<file path="src/rtl/i8224_clkgen_pkg.sv">
// Shared constants for the 8224-style clock sequencer.
//   CNT_W         : phase counter width (supports DIVIDE up to 16)
//   DEF_*         : default timing (9-clock CPU period, PHI1 2 clk,
//                   PHI2 rising at count 3 for 5 clk)
//   cnt_t         : phase counter type
//   cfg_legal()   : elaboration-time check of a timing configuration
package i8224_clkgen_pkg;

  localparam int unsigned CNT_W          = 4;
  localparam int unsigned DEF_DIVIDE     = 9;
  localparam int unsigned DEF_PHI1_LEN   = 2;
  localparam int unsigned DEF_PHI2_START = 3;
  localparam int unsigned DEF_PHI2_LEN   = 5;

  typedef logic [CNT_W-1:0] cnt_t;

  // PHI1 must not overlap PHI2 (at least one idle clock between them) and
  // PHI2 must fall before the counter wraps.
  function automatic bit cfg_legal(int unsigned divide, int unsigned phi1_len,
                                   int unsigned phi2_start, int unsigned phi2_len);
    return (phi1_len >= 1) &&
           (phi2_start >= phi1_len + 1) &&
           (phi2_len >= 1) &&
           (phi2_start + phi2_len <= divide - 1) &&
           (divide <= 16);
  endfunction

endpackage

</file>
<file path="src/rtl/i8224_clkgen_if.sv">
// Bus between the clock sequencer and the CPU core / system controller.
//   master : the clock sequencer (takes sync/resin_n/rdyin, drives phases,
//            enables, status strobe, CPU reset and READY)
//   slave  : the consumer side
interface i8224_clkgen_if;

  logic sync;
  logic resin_n;
  logic rdyin;
  logic phi1;
  logic phi2;
  logic phi1_en;
  logic phi2_en;
  logic phi2_fall_en;
  logic ststb_n;
  logic reset_out;
  logic ready_out;

  modport master (
    input  sync, resin_n, rdyin,
    output phi1, phi2, phi1_en, phi2_en, phi2_fall_en,
           ststb_n, reset_out, ready_out
  );

  modport slave (
    output sync, resin_n, rdyin,
    input  phi1, phi2, phi1_en, phi2_en, phi2_fall_en,
           ststb_n, reset_out, ready_out
  );

endinterface

</file>
<file path="src/rtl/sync2.sv">
// Two-flop synchroniser for an asynchronous level input.
//   clk     : destination clock
//   reset_n : asynchronous active-low reset, clears both flops to 0
//   d       : asynchronous input
//   q       : synchronised output (2 clk latency)
module sync2 (
  input  logic clk,
  input  logic reset_n,
  input  logic d,
  output logic q
);

  logic meta;

  always_ff @(posedge clk or negedge reset_n) begin
    if (!reset_n) begin
      meta <= 1'b0;
      q    <= 1'b0;
    end else begin
      meta <= d;
      q    <= meta;
    end
  end

endmodule

</file>
<file path="src/rtl/i8224_clkgen.sv">
// 8080 cycle sequencer: divides clk into the PHI1/PHI2 pattern, emits
// single-clock phase enables, the status strobe for the system controller
// and the PHI2-fall-aligned CPU reset and READY.
//   clk     : system clock
//   reset_n : asynchronous active-low reset
//   bus     : master side of i8224_clkgen_if
//             in : sync, resin_n (async), rdyin (async)
//             out: phi1, phi2, phi1_en, phi2_en, phi2_fall_en,
//                  ststb_n, reset_out, ready_out (all registered)
module i8224_clkgen
  import i8224_clkgen_pkg::*;
#(
  parameter int unsigned DIVIDE     = DEF_DIVIDE,
  parameter int unsigned PHI1_LEN   = DEF_PHI1_LEN,
  parameter int unsigned PHI2_START = DEF_PHI2_START,
  parameter int unsigned PHI2_LEN   = DEF_PHI2_LEN
) (
  input  logic            clk,
  input  logic            reset_n,
  i8224_clkgen_if.master  bus
);

  if (!cfg_legal(DIVIDE, PHI1_LEN, PHI2_START, PHI2_LEN)) begin : g_cfg_illegal
    $error("i8224_clkgen: illegal phase timing configuration");
  end

  localparam cnt_t C_LAST    = cnt_t'(DIVIDE - 1);
  localparam cnt_t C_P1_END  = cnt_t'(PHI1_LEN);
  localparam cnt_t C_P2_RISE = cnt_t'(PHI2_START);
  localparam cnt_t C_P2_FALL = cnt_t'(PHI2_START + PHI2_LEN);

  cnt_t cnt;
  cnt_t cnt_nxt;
  logic sync_q;
  logic resin_s;
  logic rdyin_s;

  logic phi1_q, phi2_q, phi1_en_q, phi2_en_q, phi2_fall_en_q;
  logic ststb_n_q, reset_out_q, ready_out_q;

  sync2 u_sync_resin (
    .clk     (clk),
    .reset_n (reset_n),
    .d       (bus.resin_n),
    .q       (resin_s)
  );

  sync2 u_sync_rdy (
    .clk     (clk),
    .reset_n (reset_n),
    .d       (bus.rdyin),
    .q       (rdyin_s)
  );

  // Reset parks the counter at its last value so the first edge after
  // release wraps it to 0 and starts a fresh PHI1.
  always_comb begin
    cnt_nxt = (cnt == C_LAST) ? '0 : cnt + cnt_t'(1);
  end

  // Outputs decode cnt_nxt so every output reflects the count loaded on the
  // same edge without a combinational path.
  always_ff @(posedge clk or negedge reset_n) begin
    if (!reset_n) begin
      cnt            <= C_LAST;
      sync_q         <= 1'b0;
      phi1_q         <= 1'b0;
      phi2_q         <= 1'b0;
      phi1_en_q      <= 1'b0;
      phi2_en_q      <= 1'b0;
      phi2_fall_en_q <= 1'b0;
      ststb_n_q      <= 1'b1;
      reset_out_q    <= 1'b1;
      ready_out_q    <= 1'b0;
    end else begin
      cnt            <= cnt_nxt;
      phi1_q         <= (cnt_nxt < C_P1_END);
      phi2_q         <= (cnt_nxt >= C_P2_RISE) && (cnt_nxt < C_P2_FALL);
      phi1_en_q      <= (cnt_nxt == '0);
      phi2_en_q      <= (cnt_nxt == C_P2_RISE);
      phi2_fall_en_q <= (cnt_nxt == C_P2_FALL);
      // sync_q only changes at PHI2 fall, which is never inside the PHI1
      // window, so its registered value is the one in force for the strobe.
      ststb_n_q      <= !(sync_q && (cnt_nxt < C_P1_END));
      if (cnt_nxt == C_P2_FALL) begin
        sync_q      <= bus.sync;
        reset_out_q <= ~resin_s;
        ready_out_q <= rdyin_s;
      end
    end
  end

  assign bus.phi1         = phi1_q;
  assign bus.phi2         = phi2_q;
  assign bus.phi1_en      = phi1_en_q;
  assign bus.phi2_en      = phi2_en_q;
  assign bus.phi2_fall_en = phi2_fall_en_q;
  assign bus.ststb_n      = ststb_n_q;
  assign bus.reset_out    = reset_out_q;
  assign bus.ready_out    = ready_out_q;

endmodule
</file>
<file path="src/flat_wrapper.sv">
// flat-port wrapper written by rule: the top's interface ports become plain ports
module i8224_clkgen_flat import i8224_clkgen_pkg::*;
#(
  parameter int unsigned DIVIDE     = DEF_DIVIDE,
  parameter int unsigned PHI1_LEN   = DEF_PHI1_LEN,
  parameter int unsigned PHI2_START = DEF_PHI2_START,
  parameter int unsigned PHI2_LEN   = DEF_PHI2_LEN
)
  (clk, reset_n, bus_sync, bus_resin_n, bus_rdyin, bus_phi1, bus_phi2, bus_phi1_en, bus_phi2_en, bus_phi2_fall_en, bus_ststb_n, bus_reset_out, bus_ready_out);
  i8224_clkgen_if bus_i ();
  input  logic clk;
  input  logic reset_n;
  input wire logic [$bits(bus_i.sync)-1:0] bus_sync;
  input wire logic [$bits(bus_i.resin_n)-1:0] bus_resin_n;
  input wire logic [$bits(bus_i.rdyin)-1:0] bus_rdyin;
  output wire logic [$bits(bus_i.phi1)-1:0] bus_phi1;
  output wire logic [$bits(bus_i.phi2)-1:0] bus_phi2;
  output wire logic [$bits(bus_i.phi1_en)-1:0] bus_phi1_en;
  output wire logic [$bits(bus_i.phi2_en)-1:0] bus_phi2_en;
  output wire logic [$bits(bus_i.phi2_fall_en)-1:0] bus_phi2_fall_en;
  output wire logic [$bits(bus_i.ststb_n)-1:0] bus_ststb_n;
  output wire logic [$bits(bus_i.reset_out)-1:0] bus_reset_out;
  output wire logic [$bits(bus_i.ready_out)-1:0] bus_ready_out;
  assign bus_i.sync = bus_sync;
  assign bus_i.resin_n = bus_resin_n;
  assign bus_i.rdyin = bus_rdyin;
  assign bus_phi1 = bus_i.phi1;
  assign bus_phi2 = bus_i.phi2;
  assign bus_phi1_en = bus_i.phi1_en;
  assign bus_phi2_en = bus_i.phi2_en;
  assign bus_phi2_fall_en = bus_i.phi2_fall_en;
  assign bus_ststb_n = bus_i.ststb_n;
  assign bus_reset_out = bus_i.reset_out;
  assign bus_ready_out = bus_i.ready_out;
  i8224_clkgen #(.DIVIDE(DIVIDE), .PHI1_LEN(PHI1_LEN), .PHI2_START(PHI2_START), .PHI2_LEN(PHI2_LEN)) u_core (.clk(clk), .reset_n(reset_n), .bus(bus_i));
endmodule
</file>
<file path="config.mk">
export PLATFORM = sky130hd
export DESIGN_NAME = i8224_clkgen_flat
export DESIGN_NICKNAME = d
export VERILOG_FILES = /design/src/rtl/i8224_clkgen_pkg.sv /design/src/rtl/i8224_clkgen_if.sv /design/src/rtl/sync2.sv /design/src/rtl/i8224_clkgen.sv /design/src/flat_wrapper.sv
export SDC_FILE = /design/constraint.sdc
export NUM_CORES = 1
export LEC_CHECK = 0
export CORE_AREA = 2 2 39 41
export CTS_CLUSTER_DIAMETER = 50
export DETAILED_ROUTE_END_ITERATION = 10
export DIE_AREA = 0 0 41 43
export PLACE_DENSITY = 0.75
export RECOVER_POWER = 100
export SLEW_MARGIN = 10
export SYNTH_ARGS = -nofsm -noshare
export SYNTH_HDL_FRONTEND = slang
export SYNTH_SLANG_ARGS = --single-unit
</file>
<file path="constraint.sdc">
create_clock -name clk -period 5.1 [get_ports clk]
set_input_delay 1.275 -clock clk [delete_from_list [all_inputs] [get_ports clk]]
set_output_delay 1.275 -clock clk [all_outputs]
set_load 0.03 [all_outputs]
</file>
# == Word level (Yosys, flattened, before mapping) ==
# Cells that the tools add are included.
# classes
n_addsub,1
mul,0
n_div,0
order_cmp,3
eq_ne,3
shifts,0
mux,1
bitwise_logic,1
reduce_logical,4
# ops
op,n
$eq A4 B4 Y1 const B,2
$add A4 B1 Y4 const B,1
$eq A4 B2 Y1 const B,1
$ge A4 B2 Y1 const B,1
$logic_not A4 Y1,1
$lt A4 B2 Y1 const B,1
$lt A4 B4 Y1 const B,1
$mux W4,1
$logic_and A1 B1 Y1,2
$logic_not A1 Y1,1
$not A1 Y1,1
# totals
ff_bits,17
latch_bits,0
ramBits,0
rom_bits,0
inputBits,5
output_inout_bits,8
wordCells,27
mem_count,0

# == Depth between registers and ports, before layout ==
# logic_depth
ltp_word,5
ltp_mapped,7

# == Modules after synthesis ==
# From an unflattened synthesis, not the netlist that was laid out.
# hier_totals
hier_cells,54
area_unflattened_um2,685.7
# modules_own_cells
mod,n_inst,cells_each,area_each_um2
i8224_clkgen,1,50,585.6
sync2,2,2,50.0

# == Worst setup path before layout ==
# No wires, ideal clock.
# synth_timing
path_kind,register to register
from,reg u_core.cnt[0]
to,"reg u_core.ready_out_q, in the netlist u_core.bus.ready_out"
setup_time_ps,125
arrival_ps,1998
setup_slack_ps,2977
stages_incl_launch_ff,8
period_less_slack_ps,2123
cell_sequence,dfrtp_1 inv_1 ha_1 or3b_1 o211ai_2 or4b_1 buf_2 mux2_4
# synth_between
elab_chain_cells,3
word_cells_on_any_way,4
# synth_rtl
element,line,source
start: declaration,i8224_clkgen.sv:32,cnt_t cnt;
start signal: assignment,i8224_clkgen.sv:76,cnt <= cnt_nxt;
$add A4 B1 Y4 or $eq A4 B4 Y1 (tied branches),i8224_clkgen.sv:58,cnt_nxt = (cnt == C_LAST) ? '0 : cnt + cnt_t'(1);
$mux W4 (*),i8224_clkgen.sv:58,
via u_core.cnt_nxt[3],i8224_clkgen.sv:33,cnt_t cnt_nxt;
$eq A4 B4 Y1 (*),i8224_clkgen.sv:85,if (cnt_nxt == C_P2_FALL) begin
end signal: assignment,i8224_clkgen.sv:88,ready_out_q <= rdyin_s;
end: declaration,i8224_clkgen.sv:39,"logic ststb_n_q, reset_out_q, ready_out_q;"
# Mark *: on every way through the listed nets, which the timed path passes. The rest lies on a longest branch.
# A chain may end at the register's enable or synchronous reset.

# == Worst setup path after layout ==
# layout_timing
from,"reg u_core.reset_out_q, in the netlist u_core.bus.reset_out"
to,out bus_reset_out
# layout_rtl
element,line,source
start: declaration,i8224_clkgen.sv:39,
start signal: assignment,i8224_clkgen.sv:87,reset_out_q <= ~resin_s;
end: declaration,flat_wrapper.sv:22,output wire logic [$bits(bus_i.reset_out)-1:0] bus_reset_out;
# No word-level cell between the ends.

==> impl_metrics.yaml <==
run_status:
  status: "finished clean"
yosys:
  yosysSeqAreaShare_pct: 67.7
  ys.flop_type: "dfrtp_1"
  ys_top_cells_by_area: "dfrtp_1, dfstp_2, ha_1"
  syn_nets: 53
  synthArstFlopShare_pct: 100
  yosysTopAreaCell: "dfrtp_1"
  synth_warnings: 0
  synth-seq-cells: 17
  synth-edff-count: 0
  yosysTopAreaCellShare_pct: 55.2
  synth_cells: 45
  netlist-cell-type-count: 19
  synth.most_common_cell: "dfrtp_1"
  synth_area_per_cell_um2: 14.1
  synth_area_um2: 634
  synth_common_cells: "dfrtp_1, inv_1, dfstp_2, ha_1"
power:
  p_leak_nw: 0.364
  p_sw_mw: 0.0438
  power_frac_comb_pct: 4.1
  power.share.sequential_pct: 64.3
  power_frac_clock_pct: 31.6
  p_per_area_nw_per_um2: 276
  vdd_drop_max_v: 0.000140
  internal_power_mw: 0.172
  sw_frac_of_total_pct: 20.3
critical_path:
  cp-startpoint: "u_core.bus.reset_out"
  crit_buf_inv: 1
  required_ns: 3.83
  max_stage_delay_ns: 0.73
  crit_family: "buffers and inverters"
  cp-end-kind: "output pin"
  cp_max_fo: 2
  worstPathArrival_ns: 1.56
  r2r_slack_ns: 2.73
  critPathLaunchType: "flip-flop"
  r2r_start: "u_core.cnt[0]"
  critPathKind: "reg2out"
  crit_slowest_cell: "dlygate4sd3_1"
  crit_chain: "dlygate4sd3_1"
global_routing:
  first_global_vias: 353
  antenna_found_initial: 0
  grt_max_degree: 18
  grt_pass1_wl_um: 1540
  grt.total_usage_pct: 13.4
  grt_overflow_total: 0
floorplan:
  start_util_pct: 45.8
  die_x_um: 41
  ioPinCount: 13
  rows: 14
  core_um2: 1380
  die_y_um: 43
  die-area_um2: 1760
timing:
  finalMaxSlewViolations: 0
  setup_tns_ns: 0
  fin_skew_ns: 0.00390
  fin_crit_sh_pct: 55.5
  setup_viol: 0
  fmax_mhz: 353
  tightest_slew_ns: 0.719
  maxSlewHeadroom_pct: 51.9
  hold_violations: 0
  rsz0062_at_grt: "false"
  period_needed_ns: 2.83
finish:
  area_delta_synth_final_pct: 23.5
  fill_cells: 120
  multi_input_area_um2: 165
  nNetsFinal: 69
  drive_gt1_share_pct: 10.0
  diodes: 0
  seq_area_um2: 429
  finalNonFillerCells: 76
clock_network:
  cts_resized: 0
  cts_sinks: 17
  cts_setup_buffers: 0
  clock_path_buffers: 2
  clk_latency_ns: 0.28
  cts.htree.levels: 1
  cts_root_buf: "clkbuf_4"
  clk_pin_slew_worst_paths_ns: 0.08
  cts_hold_buf: 0
  cts_tree: "yes"
  cts_made_buffers: 3
hold_path:
  min_from: "u_core.u_sync_rdy.meta"
  hp-class: "reg2reg"
place:
  gp_congestion: 0.804
  io_buffers: 12
  hpwl_um: 655
  dp.cells: 72
detailed_routing:
  ant_nets: 0
  drt-total-wl_um: 895
  wl_per_cell_um: 11.8
  drt-pass1-iter-count: 4
  vias: 373
  drtIter0Drc: 1
  drc: 0
  vias_per_cell: 4.91
run:
  maxCapViolCount: 0
-- routing by layer --
layer	vias up	wire length, um	GRT usage [%]
met3	2	35	1.57
met4	0	17	12.0
li1	178	-	-
met5	-	0	0
met1	183	408	17.6
met2	10	434	18.4
-- worst paths after layout --
check	endpoint	cells after the start
worst min register to register	u_core.u_sync_rdy.q	0
worst min-delay path	u_core.u_sync_rdy.q	0
max in group asynchronous	u_core.u_sync_rdy.meta	1
min in group asynchronous	u_core.sync_q	1
worst max register to register	u_core.sync_q	6
worst max-delay path	bus_reset_out	1
-- area by class of cell --
cell class | instances | area share, %
inverter | 6 | 2.88
timing repair buffer | 12 | 15.3
clock buffer | 4 | 3.35
multi-input combinational | 21 | 21.1
sequential | 17 | 54.8
tap | 16 | 2.56
-- power groups by stage --
stage	registers, mW	clock network [mW]	logic, mW
final	0.139	0.0683	0.00878
after global routing	0.139	0.0767	0.00974
after CTS	0.139	0.0730	0.0106
after detailed placement	0.142	0	0.0106
after global placement	0.141	0	0.0103
after floorplan	0.143	0	0.00153
-- logic make-up after synthesis --
group / share of synthesized area [%]
AO/OA/AOI/OAI: 3.75
flip-flops: 67.7
buffers and inverters: 4.34
multiplexers: 8.09
AND/OR/NAND/NOR: 10.3
adder cells (fa/ha/maj): 5.92
-- cells in the final DEF (no fill, tap or decap), drive strengths merged --
cell type      count
nor4               1
nand4b             1
mux2i              1
clkbuf             4
a21oi              1
a31oi              1
ha                 3
and2               1
mux2               3
dfrtp             14
dfstp              3
or4b               1
or3b               1
nand2              2
nor3               2
clkdlybuf4s50      1
dlygate4sd3       11
o211ai             1
nor2               2
inv                6
-- registers in the layout (all words and copies together) (netlist names) --
signal / flops
u_core.cnt: 4
u_core.bus.phi1: 1
u_core.bus.phi1_en: 1
u_core.bus.phi2: 1
u_core.bus.phi2_en: 1
u_core.bus.phi2_fall_en: 1
u_core.bus.ready_out: 1
u_core.bus.reset_out: 1
u_core.bus.ststb_n: 1
u_core.sync_q: 1
u_core.u_sync_rdy.meta: 1
u_core.u_sync_rdy.q: 1
u_core.u_sync_resin.meta: 1
u_core.u_sync_resin.q: 1
-- worst register-to-register path, delay by kind of cell (launching register included) --
family	cells	cell delay, ns
buffers and inverters	1	0.10
adder cells (fa/ha/maj)	1	0.23
AND/OR/NAND/NOR	2	0.93
multiplexers	1	0.35
AO/OA/AOI/OAI	1	0.22
flip-flops	1	0.42
-- stage by stage --
stage	hold WS [ns]	utilization (%)	instance area (um^2)	setup slack [ns]	total power, mW
after global routing	0.367	56.6	783	2.23	0.226
after CTS	0.357	57.5	796	2.32	0.223
after detailed placement	0.336	55.6	769	2.66	0.152
after global placement	0.334	55.6	769	2.67	0.152
final	0.355	56.6	783	2.27	0.216
after floorplan	0.331	-	634	2.98	0.145
Power figures use the tool's default switching activity.
==> variant 1 (config.mk and constraints unchanged) <==
Reset style: synchronous (`reset_n`), changed in 2 clocked blocks. Comments in the files are not updated.
--- a/src/rtl/sync2.sv
+++ b/src/rtl/sync2.sv
@@ -14,3 +14,3 @@
 
-  always_ff @(posedge clk or negedge reset_n) begin
+  always_ff @(posedge clk) begin
     if (!reset_n) begin
--- a/src/rtl/i8224_clkgen.sv
+++ b/src/rtl/i8224_clkgen.sv
@@ -62,3 +62,3 @@
   // same edge without a combinational path.
-  always_ff @(posedge clk or negedge reset_n) begin
+  always_ff @(posedge clk) begin
     if (!reset_n) begin
Check against the original RTL: differs if reset_n is asserted again (counterexample within 4 cycles, from zero or initial values and one cycle with reset_n low); with reset_n held inactive, the same outputs for 10 cycles.
==> variant 1 against the original RTL <==
  * Critical path depth unchanged
  * Final area up 1.8%
  * Sequential share of layout area down 12 points
  * Maximum frequency up 7.8%
  * Wire length up 5.0%
  * Synthesized area up 0.59%
  * Sequential cell count unchanged
  * Setup slack better by 0.20 ns
Power is not compared: it rests on default switching activity, and its combinational part moved more than twofold at a synthesized area within 25%.
==> variant 1: results (changes against the original RTL) <==
[global_route]
grtUsageMet3_pct=3.66  ; +2.1 points
grt_max_degree=17  ; -1
grt_first_pass_wirelength_microns=1780  ; +16%
use_met1_pct=19.1  ; +1.4 points
first_global_vias=442  ; +25%
track_usage_pct=15.0  ; +1.5 points
use_met2_pct=21.3  ; +2.8 points
antenna_found_initial=0  ; unchanged

[synth]
syn_nets=68  ; +28%
synth_ff_type=dfxtp_1
synthTopCellsByArea=dfxtp_1, and2_1, ha_1
yosys_warnings=0  ; unchanged
synth.top_cells.by_count=dfxtp_1, and2_1, nand2_1
async_flop_share_pct=0  ; -100 points
ys_seq_area_share_pct=53.3  ; -14 points
yosys.cell_types.count=23  ; +4

[cts]
root_buffer=clkbuf_4
cts_made_buffers=3  ; unchanged
post_cts_resized=0  ; unchanged
post_cts_buffers=0  ; unchanged

[timing]
worst_slew_pin_slew_ns=0.478  ; -0.241 ns
clock_skew_ns=0.00170  ; -0.00220 ns

[critical_path]
slowest_delay_ns=0.74
reg2reg_depth=6  ; unchanged
arrival_ns=1.35  ; -0.21 ns
crit_fanout=2  ; unchanged
crit_family=buffers and inverters

[final_layout]
n_antenna_cell=0  ; unchanged
largest_reg_flops=4  ; unchanged
layout-drive-gt1-share_pct=8.00  ; -2.0 points
final_nets=84  ; +22%

[routing]
first_pass_iters=4  ; unchanged
wire_per_inst_microns=10.3  ; -12%
drt_iter0_markers=4  ; +3
via_per_inst=4.90  ; -0.14%

[placement]
place_ws_ns=2.26  ; -0.398 ns
routabilityCongestion=0.714  ; -11%
hpwl_microns=737  ; +12%

[power_and_ir_drop]
irDropWorstVdd_mv=0.242
p_sw_share_pct=34.9
leakage_nw=0.314

[min_path]
hold_depth=1  ; +1
hold_class=reg -> reg

[status]
outcome=finished clean

## variant 1: worst paths after layout
path                       startpoint               endpoint  slack [ns]
min reg2reg  u_core.u_sync_resin.meta  u_core.u_sync_resin.q        0.46
min          u_core.u_sync_resin.meta  u_core.u_sync_resin.q        0.46
max reg2reg             u_core.cnt[0]   u_core.bus.reset_out        3.13
max              u_core.bus.ready_out          bus_ready_out        2.47
## variant 1: layout make-up
cell class              count  area (sq um)
clock buffers               4          26.3
repair buffers             12           120
flip-flops and latches     17           340
well taps                  16          20.0
multi-input cells          39           279
inverters                   3          11.3
fillers                   134           587
## variant 1: per-layer routing
layer | wire (microns) | share of wire [%]
met1 | 431 | 46
met2 | 418 | 44
met3 | 61 | 6.5
met4 | 29 | 3.1
met5 | 0 | 0
## variant 1: logic make-up after synthesis
logic type / Yosys count / synth area share, %
simple gates: 28 / 25.5
fa+ha+maj: 3 / 5.88
flops: 17 / 53.3
mux: 3 / 5.49
compound gates: 5 / 7.45
buf+inv: 4 / 2.35
## variant 1: metrics by stage
| step | cell area (sq um) | hold slack (ns) | util, % | instances |
|---|---|---|---|---|
| after floorplan | 638 | 0.412 | - | 60 |
| after global placement | 774 | 0.419 | 56.0 | 87 |
| after detailed placement | 774 | 0.432 | 56.0 | 87 |
| after CTS | 801 | 0.454 | 57.9 | 91 |
| after global routing | 797 | 0.498 | 57.6 | 91 |
| final | 797 | 0.457 | 57.6 | 91 |
## variant 1: power by group through the flow
stage	sequential [mW]	clock, mW	combinational (mW)
2_1_floorplan	0.198	0	0.0776
3_3_place_gp	0.173	0	0.147
3_5_place_dp	0.174	0	0.147
4_1_cts	0.171	0.0709	0.147
5_1_grt	0.174	0.0774	0.153
6_report	0.170	0.0682	0.140
## variant 1: worst register-to-register path, cell delays in order, from the launching register on
cell,delay [ns]
dfxtp_1,0.38
inv_1,0.10
ha_1,0.38
nand2b_1,0.17
o32a_1,0.32
a21oi_4,0.18
mux2_1,0.34
==> variant 2 (same settings) <==
Made on the original files. Set the package constant `CNT_W` to 5 (it was 4).
--- a/src/rtl/i8224_clkgen_pkg.sv
+++ b/src/rtl/i8224_clkgen_pkg.sv
@@ -8,3 +8,3 @@
 
-  localparam int unsigned CNT_W          = 4;
+  localparam int unsigned CNT_W          = 5;
   localparam int unsigned DEF_DIVIDE     = 9;
Formal check against the unedited RTL: no difference found for any inputs over 10 cycles, from zero or initial values and one cycle with reset_n low; that may be too few to reach the edited logic, so the function may still have changed.
==> variant 2 against the original RTL <==
  * Sequential cell count is 1 higher
  * Final area increased by 17%
  * Largest cell class unchanged
  * Wire length increased by 33%
  * Critical path type unchanged
  * Die area did not move
  * Setup slack got worse by 0.0064 ns
  * Synthesized area grew 23%
  * Total power up 14%
  * Clock skew grew 0.0014 ns
  * Utilization rose by 9.4 points
==> variant 2: results (changes against the original RTL) <==
[status]
outcome=finished clean

[global_route]
track_usage_pct=17.2  ; +3.7 points
first_global_vias=444  ; +26%
grt_max_degree=19  ; +1

[power_and_ir_drop]
leakage_nw=0.395  ; +8.5%
irDropWorstVdd_mv=0.204  ; +46%

[placement]
placed_cell_area_sq_um=913  ; +19%
hpwl_microns=835  ; +28%
dp_cells=85  ; +18%
routabilityCongestion=0.856  ; +6.5%

[routing]
met1Wirelength_microns=570  ; +40%
met3WireLength_microns=56  ; +60%
wl_met2_microns=542  ; +25%
via_per_inst=5.40  ; +10%

[synth]
yosys.cell_types.count=28  ; +9
syn_avg_cell_area_sq_um=13.4  ; -4.8%
ys_seq_area_share_pct=58.4  ; -9.3 points
synth.top_cells.by_count=dfrtp_1, nand3b_1

[final_layout]
instances_no_fill=89  ; +17%
final_nets=81  ; +17%
nFillCells=119  ; -0.83%

[cts]
clk_pin_slew_ns=0.10  ; +0.02 ns

[timing]
clock_skew_ns=0.00535  ; +0.00144 ns
max_freq_ghz=0.352  ; -0.22%
relSlewSlack_pct=51.1  ; -0.84 points

[critical_path]
reg2reg_depth=5  ; -1
r2r_setup_slack_ns=2.67  ; -0.06 ns

[variant 2: worst min path at each step]
stage,from,to,slack [ns],cells past startpoint
floorplan,u_core.u_sync_rdy.meta,u_core.u_sync_rdy.q,0.33,0
global placement,u_core.u_sync_rdy.meta,u_core.u_sync_rdy.q,0.33,0
detailed placement,u_core.u_sync_rdy.meta,u_core.u_sync_rdy.q,0.34,0
CTS,u_core.u_sync_rdy.meta,u_core.u_sync_rdy.q,0.36,0
global route,u_core.u_sync_rdy.meta,u_core.u_sync_rdy.q,0.37,0
finish,u_core.u_sync_rdy.meta,u_core.u_sync_rdy.q,0.36,0
[variant 2: worst reg2reg max path, stage by stage (launching register included)]
cell	delay (ns)
dfrtp_1	0.45
ha_1	0.30
or2_0	0.24
a2111oi_0	0.46
a2bb2oi_1	0.52
mux2_4	0.34
[variant 2: final cells by class]
cell class / instances / area, sq um / area share [%]
Clock buffer: 4 / 36.3 / 3.97
Inverter: 3 / 11.3 / 1.23
Multi-Input combinational cell: 36 / 272 / 29.7
Sequential cell: 18 / 454 / 49.7
Tap cell: 16 / 20.0 / 2.19
Timing Repair Buffer: 12 / 120 / 13.2
[variant 2: kinds of logic (layout without fill, tap and decap cells)]
kind of cell	after synthesis	after routing	synth area share (%)
AOI/OAI and AO/OA	10	10	14.6
xor gates and xnor gates	1	1	1.13
adders and majority gates	2	2	3.21
buffers and inverters	4	19	2.09
DFF	18	18	58.4
muxes	3	3	5.14
and+or+nand+nor	20	20	15.4
[variant 2: power by group through the flow]
stage	clock network (mW)	registers, mW	logic [mW]
2_1_floorplan	0	0.151	0.00157
3_3_place_gp	0	0.149	0.0106
3_5_place_dp	0	0.150	0.0106
4_1_cts	0.0911	0.147	0.0107
5_1_grt	0.0980	0.147	0.0108
6_report	0.0890	0.147	0.00955
[variant 2: metal layers]
metal  vias to the layer above  GRT usage (%)
li1                        232              -
met1                       234           22.6
met2                        13           24.4
met3                         2           6.28
met4                         0           8.00
met5                         -              0
